**config.mk**
```make
export PLATFORM = sky130hd
export DESIGN_NAME = mips_pipe_ctrl
export DESIGN_NICKNAME = d
export VERILOG_FILES = /design/src/rtl/mips_pipe_ctrl_pkg.sv /design/src/rtl/mips_pipe_ctrl_hazard_cmp.sv /design/src/rtl/mips_pipe_ctrl.sv
export SDC_FILE = /design/constraint.sdc
export NUM_CORES = 1
export LEC_CHECK = 0
export CAP_MARGIN = 10
export CORE_ASPECT_RATIO = 0.75
export CORE_MARGIN = 4
export CORE_UTILIZATION = 49
export DETAILED_ROUTE_END_ITERATION = 6
export PLACE_DENSITY = 0.86
export SLEW_MARGIN = 20
export SYNTH_ARGS = -nofsm -noshare
export SYNTH_HDL_FRONTEND = slang
export SYNTH_SLANG_ARGS = --single-unit
```
**constraint.sdc**
```tcl
create_clock -name clk -period 2.73 [get_ports clk]
set_clock_uncertainty 0.05 [all_clocks]
set_input_delay 0.6825 -clock clk [delete_from_list [all_inputs] [get_ports clk]]
set_output_delay 0.6825 -clock clk [all_outputs]
set_load 0.005 [all_outputs]
```
**src/rtl/mips_pipe_ctrl_pkg.sv**
```systemverilog
// Shared definitions for the MIPS pipeline sequencer.
//  - stage indices for the fixed front of the pipe (IF, ID, EX, MEM)
//  - operand-select encodings driven on fwd_a / fwd_b
//  - low_mask(): helper used to build per-stage flush masks
package mips_pipe_ctrl_pkg;

   localparam int ST_IF  = 0;
   localparam int ST_ID  = 1;
   localparam int ST_EX  = 2;
   localparam int ST_MEM = 3;

   localparam int MAX_DEPTH = 8;

   localparam logic [1:0] FWD_RF  = 2'd0;
   localparam logic [1:0] FWD_MEM = 2'd1;
   localparam logic [1:0] FWD_WB  = 2'd2;

   // Bits [n-1:0] set, the rest clear.
   function automatic logic [MAX_DEPTH-1:0] low_mask(input int n);
      logic [MAX_DEPTH-1:0] m;
      for (int i = 0; i < MAX_DEPTH; i++) begin
         m[i] = (i < n);
      end
      return m;
   endfunction

endpackage

```
**src/rtl/mips_pipe_ctrl_hazard_cmp.sv**
```systemverilog
// One producer-vs-source RAW match.
// Ports:
//  prod_valid, prod_reg_write, prod_dest : producer stage info
//  src, src_use                          : consumer source register and its use bit
//  hit                                   : producer will write the register the consumer reads
// Register 0 is hard-wired to zero, so it never produces a match.
module mips_pipe_ctrl_hazard_cmp #(
   parameter int AW = 5
) (
   input  logic          prod_valid,
   input  logic          prod_reg_write,
   input  logic [AW-1:0] prod_dest,
   input  logic [AW-1:0] src,
   input  logic          src_use,
   output logic          hit
);

   assign hit = prod_valid & prod_reg_write & (prod_dest != '0) &
                (prod_dest == src) & src_use;

endmodule

```
**src/rtl/mips_pipe_ctrl.sv**
```systemverilog
// Pipeline sequencer for the pipelined MIPS datapath. Tracks valid/dest/write
// info for every stage from EX to WB, detects RAW hazards against the ID
// instruction, and drives PC / IF-ID enables, per-register flushes and the EX
// operand selects.
// Build option: MIPS_PIPE_FWD_EN
//  defined   : EX/MEM and MEM/WB forwarding, only load-use stalls the ID stage
//  undefined : no forwarding (fwd_* held at 0), ID interlocks on any in-flight
//              producer up to and including WB
// Ports:
//  clk, rst                 clock, synchronous active-high reset
//  id_rs/id_rt/id_use_*     ID source registers and use bits
//  id_dest/id_reg_write     ID destination and write enable
//  id_mem_read              ID instruction is a load
//  redirect                 taken branch / jump resolved in RESOLVE_STAGE
//  ext_stall                freeze whole pipe
//  pc_en, ifid_en           PC and IF/ID register enables
//  flush[i]                 synchronous clear of the register after stage i
//  stage_valid[i]           stage i holds a live instruction
//  fwd_a, fwd_b             EX operand selects (registered)
//  stall_cnt                saturating count of cycles with pc_en low
module mips_pipe_ctrl
   import mips_pipe_ctrl_pkg::*;
#(
   parameter int DEPTH         = 5,
   parameter int REG_AW        = 5,
   parameter int RESOLVE_STAGE = 3,
   parameter int CNT_W         = 16
) (
   input  logic              clk,
   input  logic              rst,
   input  logic [REG_AW-1:0] id_rs,
   input  logic [REG_AW-1:0] id_rt,
   input  logic              id_use_rs,
   input  logic              id_use_rt,
   input  logic [REG_AW-1:0] id_dest,
   input  logic              id_reg_write,
   input  logic              id_mem_read,
   input  logic              redirect,
   input  logic              ext_stall,
   output logic              pc_en,
   output logic              ifid_en,
   output logic [DEPTH-1:0]  flush,
   output logic [DEPTH-1:0]  stage_valid,
   output logic [1:0]        fwd_a,
   output logic [1:0]        fwd_b,
   output logic [CNT_W-1:0]  stall_cnt
);

   localparam logic [DEPTH-1:0] FLUSH_MASK = DEPTH'(low_mask(RESOLVE_STAGE));
   // Stages 0..RESOLVE_STAGE lose their contents on a redirect; IF is refetching.
   localparam logic [DEPTH-1:0] VALID_CLR  = {FLUSH_MASK[DEPTH-2:0], 1'b1};

   logic [DEPTH-1:0]     valid_q, valid_d;
   logic [REG_AW-1:0]    dest_q [ST_EX:DEPTH-1];
   logic [REG_AW-1:0]    dest_d [ST_EX:DEPTH-1];
   logic [DEPTH-1:ST_EX] rw_q, rw_d;
   logic                 ex_mr_q, ex_mr_d;
   logic                 pend_q, pend_d;
   logic [CNT_W-1:0]     stall_cnt_q, stall_cnt_d;
`ifdef MIPS_PIPE_FWD_EN
   logic [1:0]           fwd_a_q, fwd_a_d;
   logic [1:0]           fwd_b_q, fwd_b_d;
`endif

   logic [DEPTH-1:ST_EX] hit_rs, hit_rt;
   logic                 redir, load_use, interlock, hazard;

   for (genvar s = ST_EX; s < DEPTH; s++) begin : g_cmp
      mips_pipe_ctrl_hazard_cmp #(.AW(REG_AW)) u_cmp_rs (
         .prod_valid     (valid_q[s]),
         .prod_reg_write (rw_q[s]),
         .prod_dest      (dest_q[s]),
         .src            (id_rs),
         .src_use        (id_use_rs),
         .hit            (hit_rs[s])
      );
      mips_pipe_ctrl_hazard_cmp #(.AW(REG_AW)) u_cmp_rt (
         .prod_valid     (valid_q[s]),
         .prod_reg_write (rw_q[s]),
         .prod_dest      (dest_q[s]),
         .src            (id_rt),
         .src_use        (id_use_rt),
         .hit            (hit_rt[s])
      );
   end

   always_comb begin
      redir    = !ext_stall && (redirect || pend_q);
      load_use = (hit_rs[ST_EX] || hit_rt[ST_EX]) && ex_mr_q;
`ifdef MIPS_PIPE_FWD_EN
      // Stages between MEM and WB (DEPTH > 5) have no forwarding path.
      interlock = load_use;
      for (int s = ST_MEM; s <= DEPTH-3; s++) begin
         interlock = interlock || hit_rs[s] || hit_rt[s];
      end
`else
      interlock = load_use || (|hit_rs) || (|hit_rt);
`endif
      // A redirect kills the ID instruction, so its hazard is moot.
      hazard  = valid_q[ST_ID] && !redir && interlock;
      pc_en   = !ext_stall && !hazard;
      ifid_en = pc_en;
      flush   = redir ? FLUSH_MASK : '0;

      valid_d     = valid_q;
      dest_d      = dest_q;
      rw_d        = rw_q;
      ex_mr_d     = ex_mr_q;
      pend_d      = pend_q;
      stall_cnt_d = stall_cnt_q;
`ifdef MIPS_PIPE_FWD_EN
      fwd_a_d     = fwd_a_q;
      fwd_b_d     = fwd_b_q;
`endif

      if (!pc_en && !(&stall_cnt_q)) begin
         stall_cnt_d = stall_cnt_q + CNT_W'(1);
      end

      if (ext_stall) begin
         pend_d = pend_q || redirect;
      end else begin
         pend_d = 1'b0;
         for (int s = DEPTH-1; s > ST_EX; s--) begin
            valid_d[s] = valid_q[s-1];
            dest_d[s]  = dest_q[s-1];
            rw_d[s]    = rw_q[s-1];
         end
         valid_d[ST_EX] = valid_q[ST_ID] && !hazard;
         dest_d[ST_EX]  = id_dest;
         rw_d[ST_EX]    = id_reg_write;
         ex_mr_d        = id_mem_read;
         valid_d[ST_ID] = hazard ? valid_q[ST_ID] : valid_q[ST_IF];
         valid_d[ST_IF] = 1'b1;
         if (redir) begin
            valid_d = valid_d & ~VALID_CLR;
         end
`ifdef MIPS_PIPE_FWD_EN
         // Selects describe where the producer sits once ID has moved to EX.
         if (hazard || redir) begin
            fwd_a_d = FWD_RF;
            fwd_b_d = FWD_RF;
         end else begin
            fwd_a_d = hit_rs[ST_EX] ? FWD_MEM : (hit_rs[DEPTH-2] ? FWD_WB : FWD_RF);
            fwd_b_d = hit_rt[ST_EX] ? FWD_MEM : (hit_rt[DEPTH-2] ? FWD_WB : FWD_RF);
         end
`endif
      end
   end

   always_ff @(posedge clk) begin
      if (rst) begin
         valid_q     <= '0;
         rw_q        <= '0;
         ex_mr_q     <= 1'b0;
         pend_q      <= 1'b0;
         stall_cnt_q <= '0;
         for (int s = ST_EX; s < DEPTH; s++) begin
            dest_q[s] <= '0;
         end
`ifdef MIPS_PIPE_FWD_EN
         fwd_a_q     <= FWD_RF;
         fwd_b_q     <= FWD_RF;
`endif
      end else begin
         valid_q     <= valid_d;
         dest_q      <= dest_d;
         rw_q        <= rw_d;
         ex_mr_q     <= ex_mr_d;
         pend_q      <= pend_d;
         stall_cnt_q <= stall_cnt_d;
`ifdef MIPS_PIPE_FWD_EN
         fwd_a_q     <= fwd_a_d;
         fwd_b_q     <= fwd_b_d;
`endif
      end
   end

   assign stage_valid = valid_q;
   assign stall_cnt   = stall_cnt_q;
`ifdef MIPS_PIPE_FWD_EN
   assign fwd_a = fwd_a_q;
   assign fwd_b = fwd_b_q;
`else
   assign fwd_a = FWD_RF;
   assign fwd_b = FWD_RF;
`endif

endmodule

```
=== Word-level counts from Yosys, hierarchy flattened ===
Index checks and enable logic that the tools add are counted.

* Flip-flop bits (word level): 41
* Output and inout bits: 32
* Word-level logic and storage cells: 63

* $add $sub $neg: 1
* Equal/unequal tests: 7
* Muxes and demuxes: 3
* Bitwise gates (word level): 19
* Reduce and logical (&&, ||, !) cells: 24

{| class="wikitable"
|+ Operator list
! operator !! number
|-
| $eq A5 B5 Y1 || 6
|-
| $and A1 B1 Y1 || 18
|-
| $add A16 B1 Y16 const B || 1
|-
| $reduce_and A16 Y1 || 1
|-
| $reduce_bool A5 Y1 || 3
|-
| $logic_and A1 B1 Y1 || 7
|-
| $reduce_or A3 Y1 || 2
|-
| $logic_not A1 Y1 || 5
|-
| $logic_or A1 B1 Y1 || 4
|-
| $mux W4 || 1
|-
| $mux W3 || 1
|-
| $ne A2 B2 Y1 const B || 1
|-
| $reduce_and A2 Y1 || 1
|-
| $reduce_or A2 Y1 || 1
|-
| $mux W1 || 1
|-
| $not A1 Y1 || 1
|}

=== Depth between registers and ports, before layout ===
Gate-level depths: netlist of the first run.

* Word-level depth: 13
* Depth in mapped cells: 10

=== By module ===
A second synthesis of the first run with hierarchy kept.

* Cell total of the unflattened synthesis: 259
* Area, all modules: 2,317.2 um^2

{| class="wikitable"
|+ Modules (own cells, without submodules)
! module !! times used !! cells each !! area each (um^2)
|-
| mips_pipe_ctrl || 1 || 199 || 1,844.3
|-
| mips_pipe_ctrl_hazard_cmp || 6 || 10 || 78.8
|}

=== Worst setup path before layout of the first run ===
Ideal clock, no wire load.

* Path type: input -> output
* Start: input port id_rs[0]
* End: output port pc_en
* Arrival: 1,840 ps
* Required time: 1,997 ps
* Path slack: 158 ps
* Stages: 8
* Path through: xor2_1 -> nor4_2 -> nand3_1 -> a21o_1 -> nand3_1 -> a31o_2 -> inv_1 -> buf_4

* Word-level cells in the longest chain between the ends: 10
* Elaborated cells between the ends (all ways): 17

{| class="wikitable"
|+ RTL lines
! item !! line !! text
|-
| start, declared || mips_pipe_ctrl.sv:31 || <nowiki>input logic [REG_AW-1:0] id_rs,</nowiki>
|-
| $eq A5 B5 Y1 || mips_pipe_ctrl_hazard_cmp.sv:19 || <nowiki>(prod_dest == src) & src_use;</nowiki>
|-
| $and A1 B1 Y1 || mips_pipe_ctrl_hazard_cmp.sv:18 || <nowiki>assign hit = prod_valid & prod_reg_write & (prod_dest != '0) &</nowiki>
|-
| $and A1 B1 Y1 || mips_pipe_ctrl_hazard_cmp.sv:19 ||
|-
| $logic_or A1 B1 Y1 || mips_pipe_ctrl.sv:89 || <nowiki>load_use = (hit_rs[ST_EX] || hit_rt[ST_EX]) && ex_mr_q;</nowiki>
|-
| $logic_and A1 B1 Y1 || mips_pipe_ctrl.sv:89 ||
|-
| $logic_or A1 B1 Y1 * (2 in series) || mips_pipe_ctrl.sv:97 || <nowiki>interlock = load_use || (|hit_rs) || (|hit_rt);</nowiki>
|-
| $logic_and A1 B1 Y1 * || mips_pipe_ctrl.sv:100 || <nowiki>hazard = valid_q[ST_ID] && !redir && interlock;</nowiki>
|-
| $logic_not A1 Y1 * || mips_pipe_ctrl.sv:101 || <nowiki>pc_en = !ext_stall && !hazard;</nowiki>
|-
| $logic_and A1 B1 Y1 * || mips_pipe_ctrl.sv:101 ||
|-
| end, declared || mips_pipe_ctrl.sv:40 || <nowiki>output logic pc_en,</nowiki>
|}

Mark *: on every way between the ends. The rest lies on a longest branch, timed or not.

=== Worst setup path in the final report of the first run ===
* Start: input port id_rs[1]
* End: output port pc_en

The elaborated chain is that of the path after synthesis.

==> out/results.ini, run 1 <==
[status]
outcome = finished, violations left
violations = negative setup slack

[detailed_routing]
vias_per_cell = 5.556
num_vias = 2139
drt_iter0_drc = 145
wirelength_mm = 6.322
wl_per_cell_um = 16.42
dr.pass1.iters = 4
drc = 0
antenna_left = 0

[sta]
max_freq_ghz = 0.3584
whs_ns = 0.4649
slew_viol_final = 0
final.setup.tns_ns = -0.1193
rsz0062_at_grt = yes
finalCritPeriodShare = 1.022
worst_slack_ns = -0.05986
final-hold-violation-count = 0
setup_viol = 2
finalCriticalPeriod_ns = 2.790

[clocking]
clk_pin_slew_ns = 0.08
clkSinkCount = 40
cts.path.max_buffers = 2
insertion_delay_ns = 0.29
root_buffer = clkbuf_8
cts_tree = built
htreeDepth = 2
numCtsBuffers = 5

[logic_synthesis]
yosysUniqueCellTypes = 42
synth_seq_cells = 40
netlist_area_um2 = 2223
async_reset_ff_frac = 0
synthCells = 249
seq_area_frac_synth = 0.3602
synthTopCellsByArea = dfxtp_1 36%, xor2_1 10%, mux2i_1 9.0%, nor2_1 4.7%, buf_4 4.4%
synth_edf_count = 0
synth_ff_type = dfxtp_1
yosys_warnings = 0
syn_avg_cell_area_um2 = 8.929
yosys.area.top_type = dfxtp_1
synth_top_cell_area_share = 0.3602

[hold_path]
min_path_type = flip-flop to flip-flop
hold_depth = 2
min_from = stall_cnt[10]
min_to = stall_cnt[10]

[pwr]
ir_drop_mv = 0.3371
clkPwrFrac = 0.392
power_leakage_nw = 1.325
sw_frac_of_total = 0.2355
powerDensity_nw_per_um2 = 429.9
p_int_mw = 1.021
seq_power_share = 0.457
combPwrFrac = 0.151
switchingPower_uw = 314.7

[floorplanning]
die_w_um = 85.78
coreArea_um2 = 4204
initial_core_util = 0.5289
rows = 20
die_area_um2 = 5690
die_h_um = 66.34
num_io_pins = 55

[global_route]
grtUsageTotal = 0.2247
grt_pass1_vias = 2010
antenna_found_initial = 0
grt_first_pass_wirelength_mm = 9.942
grt_max_degree = 27
overflow = 0

[finish]
layout_commonest_cell = buf_4
multi_input_area_um2 = 1343
nets = 353
drive_gt1_frac = 0.2545
final_cell_mix = 42 x buf_4, 38 x dfxtp_1, 32 x clkdlybuf4s50_1, 27 x nor2_1, 26 x xor2_1
area_growth_pct = 39.79
num_antenna_cells = 0
fill_cells = 322
ff_latch_area_um2 = 803.3

[placement]
portBuffers = 47
place.gp.congestion = 0.9222
dp_hpwl_mm = 4.309

[setup_path]
crit_fanout = 3
worstPathRequired_ns = 2.00
cp.arrival_ns = 2.06
end_kind = output port
crit_type = primary input to output port
critPathLaunchType = primary input
r2r-end = stage_valid[1]
r2r_slack_ns = 0.09
worstReg2RegStart = dest_q[13]
rr_worst_depth = 13

[job]
maxCapViolations = 0

## flip-flops by register name, indices dropped and copies added (netlist names)
| register | cells |
|---|---|
| rw_q | 3 |
| dest_q | 15 |
| stage_valid | 5 |
| pend_q | 1 |
| stall_cnt | 16 |
## cells by family after synthesis
logic type	after synthesis	synth area share
xor gates and xnor gates	32	0.1261
adders and majority gates	1	0.005627
muxes	20	0.09004
buffers and inverters	27	0.07428
DFF	40	0.3602
other	1	0.001687
AOI/OAI and AO/OA	37	0.1154
and+or+nand+nor	91	0.2268
## stage by stage
stage	instances	util	total power [mW]	worst slack (ns)	area (um^2)
3_3_place_gp	366	0.6848	0.8095	-0.7479	2879
5_1_grt	385	0.7393	1.389	-0.1436	3108
3_5_place_dp	366	0.6848	0.8139	-0.7693	2879
2_1_floorplan	254	-	0.7250	0.1576	2242
4_1_cts	384	0.7253	1.330	-0.08269	3049
6_report	385	0.7393	1.336	-0.05986	3108
## final cells by class
cell class              count  share of cell area
clock buffers               7             0.03100
clock inverters             1            0.009662
inverters                   4            0.005636
multi-input cells         188              0.4320
flip-flops and latches     40              0.2585
well taps                  55             0.02214
repair buffers             90              0.2411
## repair_timing
item | 4_1_cts | 5_1_grt
resized for setup | 52 | 12
endpoints found under the setup margin | 10 | 12
buffers inserted | 10 | 2
pin swaps | 17 | 20
gates cloned | 0 | 1
hold buffers | 0 | 0
## power groups by stage
| stage | Combinational, mW | Clock [mW] | Sequential (mW) |
|---|---|---|---|
| final | 0.202 | 0.524 | 0.611 |
| after global routing | 0.217 | 0.560 | 0.612 |
| after CTS | 0.188 | 0.532 | 0.610 |
| after floorplan | 0.101 | 0 | 0.624 |
| after global placement | 0.187 | 0 | 0.622 |
| after detailed placement | 0.191 | 0 | 0.623 |
## synth_stat cells, types with 3 or more instances
cell type   n
a21o_1      4
a21oi_1    11
and3_1      3
buf_4      13
clkbuf_1    7
dfxtp_1    40
inv_1       4
mux2i_1    20
nand2_1     9
nand3_1    14
nand4_1     3
nor2_1     28
nor3_1      5
nor4_1      7
o211ai_1    3
o21ai_1     3
o31ai_1     5
or3_1       4
or4_1       9
xnor2_1     6
xor2_1     26
## critical path, cell delays in order
cell and delay (ns):
dlygate4sd2_1 0.25, xor2_1 0.15, nor4_1 0.20, nand3_1 0.12, a21o_1 0.20, nand3_2 0.11
a31o_4 0.19, inv_4 0.04, buf_6 0.11
## worst max path at each step
stage / startpoint / to / slack, ns
floorplan: id_rs[0] / pc_en / 0.16
global placement: id_rs[0] / pc_en / -0.75
detailed placement: id_rs[0] / ifid_en / -0.77
CTS: dest_q[6] / stage_valid[2] / -0.08
global route: id_rs[4] / pc_en / -0.14
finish: id_rs[1] / pc_en / -0.06
## metal layers
metal,vias to the layer above,share of wire,track usage
met5,-,0,0
met4,0,0.020,0.07708
met3,15,0.053,0.04110
met2,70,0.45,0.3653
met1,1020,0.47,0.2995
li1,1034,-,-
Note: power is estimated with default switching activity, not from simulation.
==> inputs of run 2 (changes only) <==
--- a/config.mk
+++ b/config.mk
@@ -5,12 +5,13 @@
 export SDC_FILE = /design/constraint.sdc
 export NUM_CORES = 1
 export LEC_CHECK = 0
+export ABC_AREA = 1
 export CAP_MARGIN = 10
 export CORE_ASPECT_RATIO = 0.75
 export CORE_MARGIN = 4
-export CORE_UTILIZATION = 49
+export CORE_UTILIZATION = 50
 export DETAILED_ROUTE_END_ITERATION = 6
-export PLACE_DENSITY = 0.86
+export PLACE_DENSITY = 0.87
 export SLEW_MARGIN = 20
 export SYNTH_ARGS = -nofsm -noshare
 export SYNTH_HDL_FRONTEND = slang
==> out/results.ini, run 2 <==
[status]
outcome = completed

[detailed_routing]
num_vias = 2471
wirelength_mm = 6.275
drt_iter0_drc = 298
dr.pass1.iters = 5
antenna_left = 0
wl_per_cell_um = 13.64
vias_per_cell = 5.372
drc = 0

[clocking]
clkSinkCount = 40
cts.path.max_buffers = 2
insertion_delay_ns = 0.30
numCtsBuffers = 5
htreeDepth = 2
cts_tree = built
root_buffer = clkbuf_8
clk_pin_slew_ns = 0.08

[sta]
rsz0062_at_grt = yes
setup_viol = 0
max_freq_ghz = 0.3750
finalCritPeriodShare = 0.9768
worst_pin_slew_ns = 0.5773
worst_slack_ns = 0.06344
slew_viol_final = 0
relSlewSlack = 0.6147
final-hold-violation-count = 0
finalCriticalPeriod_ns = 2.667

[finish]
drive_gt1_frac = 0.1067
largest_reg_flops = 16
num_antenna_cells = 0
layout_commonest_cell = nand2_1
final_cells = 460
area_growth_pct = 23.22
final_cell_mix = 94 x nand2_1, 41 x nor2_1, 40 x dfxtp_1, 31 x a21oi_1, 29 x clkdlybuf4s50_1
nets = 426

[global_route]
grt_first_pass_wirelength_mm = 10.21
grt_pass1_vias = 2064
overflow = 0
grt_max_degree = 28
grtUsageTotal = 0.2175
antenna_found_initial = 0

[logic_synthesis]
synth_xor_area_frac = 0.09772
synthCells = 359
yosys.area.top_type = dfxtp_1
synth_top_cell_area_share = 0.3309
muxShareOfSynthArea = 0
yosys_warnings = 0
yosysMostFrequentCell = nand2_1
synth_seq_cells = 40
synthTopCellsByArea = dfxtp_1 33%, nand2_1 15%, nor2_1 6.7%, a21oi_1 6.6%, xor2_1 6.2%
yosysUniqueCellTypes = 28
synth_edf_count = 0
synth_ff_type = dfxtp_1
syn_avg_cell_area_um2 = 6.740
netlist_area_um2 = 2420
synth_top_family_by_area = simple AND/OR/NAND/NOR gates
seq_area_frac_synth = 0.3309
synth-simple-area-share = 0.3371
synthAdderAreaFrac = 0.005171
async_reset_ff_frac = 0
synth_compound_area_frac = 0.1148
synthTopCellsByCount = 95 x nand2_1, 43 x nor2_1, 40 x dfxtp_1

[setup_path]
cp.arrival_ns = 1.93
crit_type = primary input to output port
r2r_slack_ns = 0.68
crit_fanout = 4
end_kind = output port
critPathLaunchType = primary input
worstPathRequired_ns = 2.00

[floorplanning]
coreArea_um2 = 4572
num_io_pins = 55
initial_core_util = 0.5293
die_area_um2 = 6028
die_w_um = 88.33
rows = 21
die_h_um = 68.25

[placement]
place_inst = 451
pre_cts_ws_ns = -0.5606
portBuffers = 47
place.gp.congestion = 0.9010
dp_hpwl_mm = 4.567

[pwr]
ir_drop_mv = 0.4080
powerDensity_nw_per_um2 = 447.9
totalPowerFinal_mw = 1.336
power_leakage_nw = 1.354

[job]
maxCapViolations = 0

[hold_path]
min_path_type = flip-flop to flip-flop

-- run 2: cell types whose count changed in the layout (fill, tap and decap cells not counted), sizes merged, moves of 18 or more --
cell   delta
o21ai    +18
a21oi    +20
inv      +24
buf      -40
mux2i    -20
nand2    +84
-- run 2: timing repair --
action                                  4_1_cts  5_1_grt
endpoints found under the setup margin        5        5
buffers inserted                              1        0
hold buffers                                  0        0
gates resized for setup                      20       30
pin swaps                                     1        7
-- run 2: logic make-up after synthesis --
kind of cell | after synthesis
xor+xnor | 27
simple gates | 179
other cells | 1
flops | 40
buf+inv | 56
compound gates | 55
fa+ha+maj | 1
-- run 2: per-stage QoR --
| step | setup TNS [ns] | util | hold slack, ns | cell area, um^2 |
|---|---|---|---|---|
| after floorplan | 0 | - | 0.4049 | 2439 |
| after global placement | -1.394 | 0.6325 | 0.4212 | 2892 |
| after detailed placement | -1.458 | 0.6325 | 0.4279 | 2892 |
| after CTS | -0.2213 | 0.6557 | 0.4456 | 2998 |
| after global routing | -0.03486 | 0.6522 | 0.4821 | 2982 |
| final | 0 | 0.6522 | 0.4441 | 2982 |
-- run 2: worst paths after layout --
path	startpoint	to	cells after the start
min reg2reg	rw_q[4]	rw_q[4]	2
max	id_rt[0]	ifid_en	11
min	rw_q[4]	rw_q[4]	2
max reg2reg	stall_cnt[0]	stall_cnt[0]	8
-- run 2: worst max-delay path: stages --
cell and delay (ns):
buf_2 0.14, xnor2_2 0.16, nand2_1 0.08, nor2_2 0.10, nand3_1 0.09, nand2_1 0.07, nand2_1 0.06, nand3_2 0.08
nand2_2 0.07, buf_4 0.14, dlygate4sd2_1 0.26
-- run 2: routing by layer --
layer | part of all wire | global-route usage | vias to the layer above
li1 | - | - | 1233
met1 | 0.50 | 0.3304 | 1129
met2 | 0.42 | 0.3022 | 100
met3 | 0.071 | 0.04813 | 9
met4 | 0.012 | 0.06226 | 0
met5 | 0 | 0 | -
-- run 2: power breakdown --
part           switching, mW  internal (mW)  leakage (nW)
sequential            0.0260          0.607         0.328
clock                  0.217          0.271        0.0552
combinational          0.121         0.0925         0.971
total                  0.364          0.971          1.35
-- run 2: final cells by class --
cell class / count / area, um^2
clock inverters: 2 / 35.03
repair buffers: 58 / 504.2
inverters: 29 / 108.9
flip-flops and latches: 40 / 800.8
multi-input cells: 268 / 1389
well taps: 57 / 71.32
clock buffers: 6 / 72.57
fillers: 413 / 1590
==> variant 1: new RTL, flow settings as in run 2 <==
The option `MIPS_PIPE_FWD_EN` is turned on by a define.
--- a/src/rtl/mips_pipe_ctrl.sv
+++ b/src/rtl/mips_pipe_ctrl.sv
@@ -18,6 +18,8 @@
 //  stage_valid[i]           stage i holds a live instruction
 //  fwd_a, fwd_b             EX operand selects (registered)
 //  stall_cnt                saturating count of cycles with pc_en low
+`define MIPS_PIPE_FWD_EN
+
 module mips_pipe_ctrl
    import mips_pipe_ctrl_pkg::*;
 #(
Formal check against the unedited RTL: not equivalent (a bounded check fails within 4 cycles, from zero or initial values and one cycle with rst high).
==> variant 1 against run 2 <==
Sequential cell count shrank 1. Power down 12%. Design area is 3.1% lower. Synthesized area is 12% lower. Count of clock-buffer cells in the layout fell by 1. Routed wire length down 7.3%. Critical path depth is 1 higher. Worst setup slack improved by 0.0094 ns. Largest power group unchanged. Highest routed layer unchanged.
==> variant 1: results (changes against run 2) <==
r2r startpoint: dest_q[14]
hold wc startpoint: rw_q[2]
initial antenna violation count: 0 (unchanged)
Longest Clk Path Bufs: 2 (unchanged)
Worst Hold End: rw_q[3]
H-tree depth: 2 (unchanged)
FILL cells: 344 (-17%)
Mean Syn Cell Area: 6.684 sq um (-0.84%)
clk_lat worst skew: 0.29 ns
Worst IR Drop VDD: 0.0003204 V (-21%)
worst r2r dst: stall_cnt[15]
synth warn: 0 (unchanged)
Post-DP HPWL: 4344 microns (-4.9%)
detailed-router iteration count before antenna repair: 4 (-1)
routed wire length: 5814 microns (-7.3%)
ranking of synthesized cells by area: dfxtp_1 37%, nand2_1 12%, nor2_1 8.6%, nand3_1 7.3%, inv_1 6.5%
R2R setup slack: 0.80 ns (+0.12 ns)
PortBufs: 52 (+11%)
first-pass GRT wire length: 9673 microns (-5.2%)
vias: 2251 (-8.9%)
ys async rst share: 0 (unchanged)
cell area after placement: 0.002756 sq mm (-4.7%)
CTS Buf Count: 5 (unchanged)
vias in the first global route: 2082 (+0.87%)
Critical Path Fanout Max: 3 (-1)
CP Data Arrival Time: 1.92 ns
status: finished clean
pre-CTS setup slack: -0.3975 ns (+0.1631 ns)
clock root cell: clkbuf_8
Total GRT Usage: 0.2202 (+0.002667)
First DRT Iteration DRCs: 218 (-27%)
post-synth cell types: 34 (+21%)
routability-driven placement congestion ratio: 0.9121 (+1.2%)
Reg clk slew, reported paths: 0.07 ns
Final Net Count: 410 (-3.8%)
P_leak: 1.302 nW (-3.8%)
Max-Slew Margin vs Limit: 0.6386 (+0.02387)
HP Class: register to register
cell count after placement: 432 (-4.2%)
largest net degree at the start of global routing: 33 (+18%)
WHS Path Cells: 2 (unchanged)
sequential-to-total area share from yosys stat: 0.3662 (+0.03528)
layout cells sized above 1: 0.1473 (+0.04059)
worst reg-to-reg path cell count: 13 (+5)
diodes inserted: 0 (unchanged)
drt wl/cell: 13.15 microns (-3.6%)
Top FF cell, synth: dfxtp_1
max FFs per register: 16 (unchanged)
Synth top cells by count: 67 x nand2_1, 49 x nor2_1, 39 x dfxtp_1
Pint: 0.8540 mW (-12%)
variant 1: timing repair:
action | in CTS | in global routing
gates cloned | 0 | 0
resized for setup | 24 | 9
setup buffers | 1 | 1
pin swaps | 8 | 2
setup endpoints to repair | 2 | 5
variant 1: final cells by class:
type	instances	area share
Timing Repair Buffer	75	0.2390
Clock buffer	5	0.02381
Tap cell	55	0.02381
Clock inverter	3	0.005195
Inverter	43	0.05584
Multi-Input combinational cell	222	0.3823
Sequential cell	39	0.2701
variant 1: through the flow:
step / util / hold WS, ns
2_1_floorplan: - / 0.3901
3_3_place_gp: 0.6758 / 0.4158
3_5_place_dp: 0.6758 / 0.4187
4_1_cts: 0.7009 / 0.4309
5_1_grt: 0.7086 / 0.4600
6_report: 0.7086 / 0.4308
variant 1: worst max path at each step:
stage | slack (ns) | cells after the start | to | from
6_report | 0.07 | 12 | pc_en | id_rs[4]
5_1_grt | -0.02 | 8 | ifid_en | redirect
4_1_cts | 0.01 | 8 | pc_en | redirect
3_5_place_dp | -0.40 | 10 | pc_en | id_use_rt
3_3_place_gp | -0.35 | 10 | pc_en | id_use_rt
2_1_floorplan | 0.40 | 7 | pc_en | ext_stall
variant 1: per-layer routing:
| layer | wire length (microns) | global-route usage | vias up |
|---|---|---|---|
| met3 | 444 | 0.05464 | 9 |
| met5 | 0 | 0 | - |
| met4 | 77 | 0.06939 | 0 |
| met2 | 2673 | 0.3580 | 81 |
| li1 | - | - | 1153 |
| met1 | 2619 | 0.2886 | 1008 |
variant 1: worst max-delay path, stage by stage:
cell and delay (ns):
dlygate4sd2_1 0.26, inv_1 0.08, nand2_1 0.06, nand2_1 0.06, nand2_1 0.05, nor2_1 0.12
nand3_2 0.12, nand2_4 0.10, nand3_4 0.08, nand2_4 0.08, inv_2 0.04, clkdlybuf4s15_2 0.20
variant 1: logic make-up after synthesis:
kind of cell / after synthesis / synth area share
flip-flops: 39 / 0.3662
AO/OA/AOI/OAI: 49 / 0.1356
adder cells (fa/ha/maj): 1 / 0.005868
other: 1 / 0.001759
AND/OR/NAND/NOR: 165 / 0.3351
buffers and inverters: 59 / 0.1350
XOR/XNOR: 5 / 0.02054
variant 1: power groups by stage:
stage / clock (mW) / combinational [mW] / sequential, mW
floorplan: 0 / 0.102 / 0.613
global placement: 0 / 0.184 / 0.616
detailed placement: 0 / 0.188 / 0.616
CTS: 0.387 / 0.184 / 0.604
global route: 0.424 / 0.209 / 0.606
finish: 0.383 / 0.190 / 0.604
==> variant 2: new RTL, settings of run 2 <==
Made on the original files. Make the reset (`rst`) asynchronous in one clocked block. Comments in the files are not updated.
--- a/src/rtl/mips_pipe_ctrl.sv
+++ b/src/rtl/mips_pipe_ctrl.sv
@@ -148,7 +148,7 @@
       end
    end
 
-   always_ff @(posedge clk) begin
+   always_ff @(posedge clk or posedge rst) begin
       if (rst) begin
          valid_q     <= '0;
          rw_q        <= '0;
Check against the original RTL: differs if rst is asserted again (counterexample within 4 cycles, from zero or initial values and one cycle with rst high); with rst held inactive, the same outputs for 10 cycles.
==> variant 2 against run 2 <==
Die area up 5.9%. Utilization down 0.72 points. Sequential cell count did not move. Critical path depth unchanged. Worst setup slack better by 0.045 ns. Non-clock buffer count down 1. Cell count down 0.87%. Routed wire length down 0.86%. Synthesized area up 6.6%. Design area rose by 6.6%. Power grew 26%. Clock power is 8.0% higher. Critical path type unchanged.
==> variant 2: results (changes against run 2) <==
Worst IR Drop VDD: 0.0003584 V (-12%)
worst r2r dst: stall_cnt[1]
r2r startpoint: stall_cnt[0]
P_leak: 1.658 nW (+22%)
GRT met3 Usage: 0.04521 (-0.002925)
first-pass GRT wire length: 10780 microns (+5.6%)
layout cells sized above 1: 0.1162 (+0.009462)
ys async rst share: 1.000 (+1.000)
GR Util met2: 0.3165 (+0.01424)
Post-DP HPWL: 4577 microns (+0.21%)
routed wire length: 6221 microns (-0.86%)
Synth top cells by count: 113 x nand2_1, 40 x dfrtp_1, 33 x inv_1
CP peak stage delay: 0.28 ns (+0.02 ns)
Top FF cell, synth: dfrtp_1
sequential-to-total area share from yosys stat: 0.3882 (+0.05724)
vias in the first global route: 2235 (+8.3%)
drt wl/cell: 13.64 microns (about the same)
largest net degree at the start of global routing: 41 (+46%)
pre-CTS setup slack: -0.5795 ns (-0.01893 ns)
Flop pwr share: 0.450 (-0.024)
Sw Ratio: 0.3005 (+0.02761)
Cells after Synth: 348 (-3.1%)
post-synth cell types: 26 (-7.1%)
Final Net Count: 419 (-1.6%)
status: finished clean
ranking of synthesized cells by area: dfrtp_1 39%, nand2_1 16%, xor2_1 7.8%, inv_1 4.8%, nand3_1 4.7%
Worst Hold End: rw_q[4]
cell count after placement: 447 (-0.89%)
routability-driven placement congestion ratio: 0.8865 (-1.6%)
First DRT Iteration DRCs: 360 (+21%)
vias: 2355 (-4.7%)
-- variant 2: layout make-up --
class,count,area (sq um)
Tap cell,60,75.07
Sequential cell,40,1001
Inverter,36,135.1
Multi-Input combinational cell,255,1308
Timing Repair Buffer,57,533.0
Clock buffer,7,96.34
Clock inverter,1,30.03
Fill cell,399,1749
-- variant 2: per-stage QoR --
stage / util / setup TNS [ns] / hold slack (ns)
after floorplan: - / 0 / 0.3987
after global placement: 0.6188 / -0.9600 / 0.4151
after detailed placement: 0.6188 / -1.220 / 0.4277
after CTS: 0.6447 / 0 / 0.4474
after global routing: 0.6450 / 0 / 0.4907
final: 0.6450 / 0 / 0.4486
-- variant 2: how the worst max path moves through the flow --
stage / start / slack [ns] / to / cells after the start
2_1_floorplan: id_rt[0] / 0.23 / pc_en / 13
3_3_place_gp: id_rt[2] / -0.48 / pc_en / 11
3_5_place_dp: id_rs[2] / -0.58 / ifid_en / 11
4_1_cts: ext_stall / 0.006 / flush[1] / 4
5_1_grt: id_rt[0] / 0.02 / ifid_en / 14
6_report: id_rs[4] / 0.11 / ifid_en / 11
-- variant 2: per-layer routing --
layer  up-vias  part of all wire
met5         -                 0
met4         0             0.016
met3        10             0.072
met2       105              0.46
met1      1083              0.45
li1       1157                 -
-- variant 2: logic make-up (layout without fill, tap and decap cells) --
family,count (synthesis),in the layout,share of synthesized area
AND/OR/NAND/NOR,193,193,0.3401
buffers and inverters,58,101,0.1150
flip-flops,40,40,0.3882
XOR/XNOR,30,30,0.1019
AO/OA/AOI/OAI,25,25,0.04852
adder cells (fa/ha/maj),1,1,0.004851
other,1,6,0.001454
-- variant 2: repair_timing --
| item | in CTS | in global routing |
|---|---|---|
| endpoints found under the setup margin | 5 | 5 |
| resized for setup | 28 | 10 |
| buffers inserted | 0 | 1 |
| pin swaps | 4 | 5 |
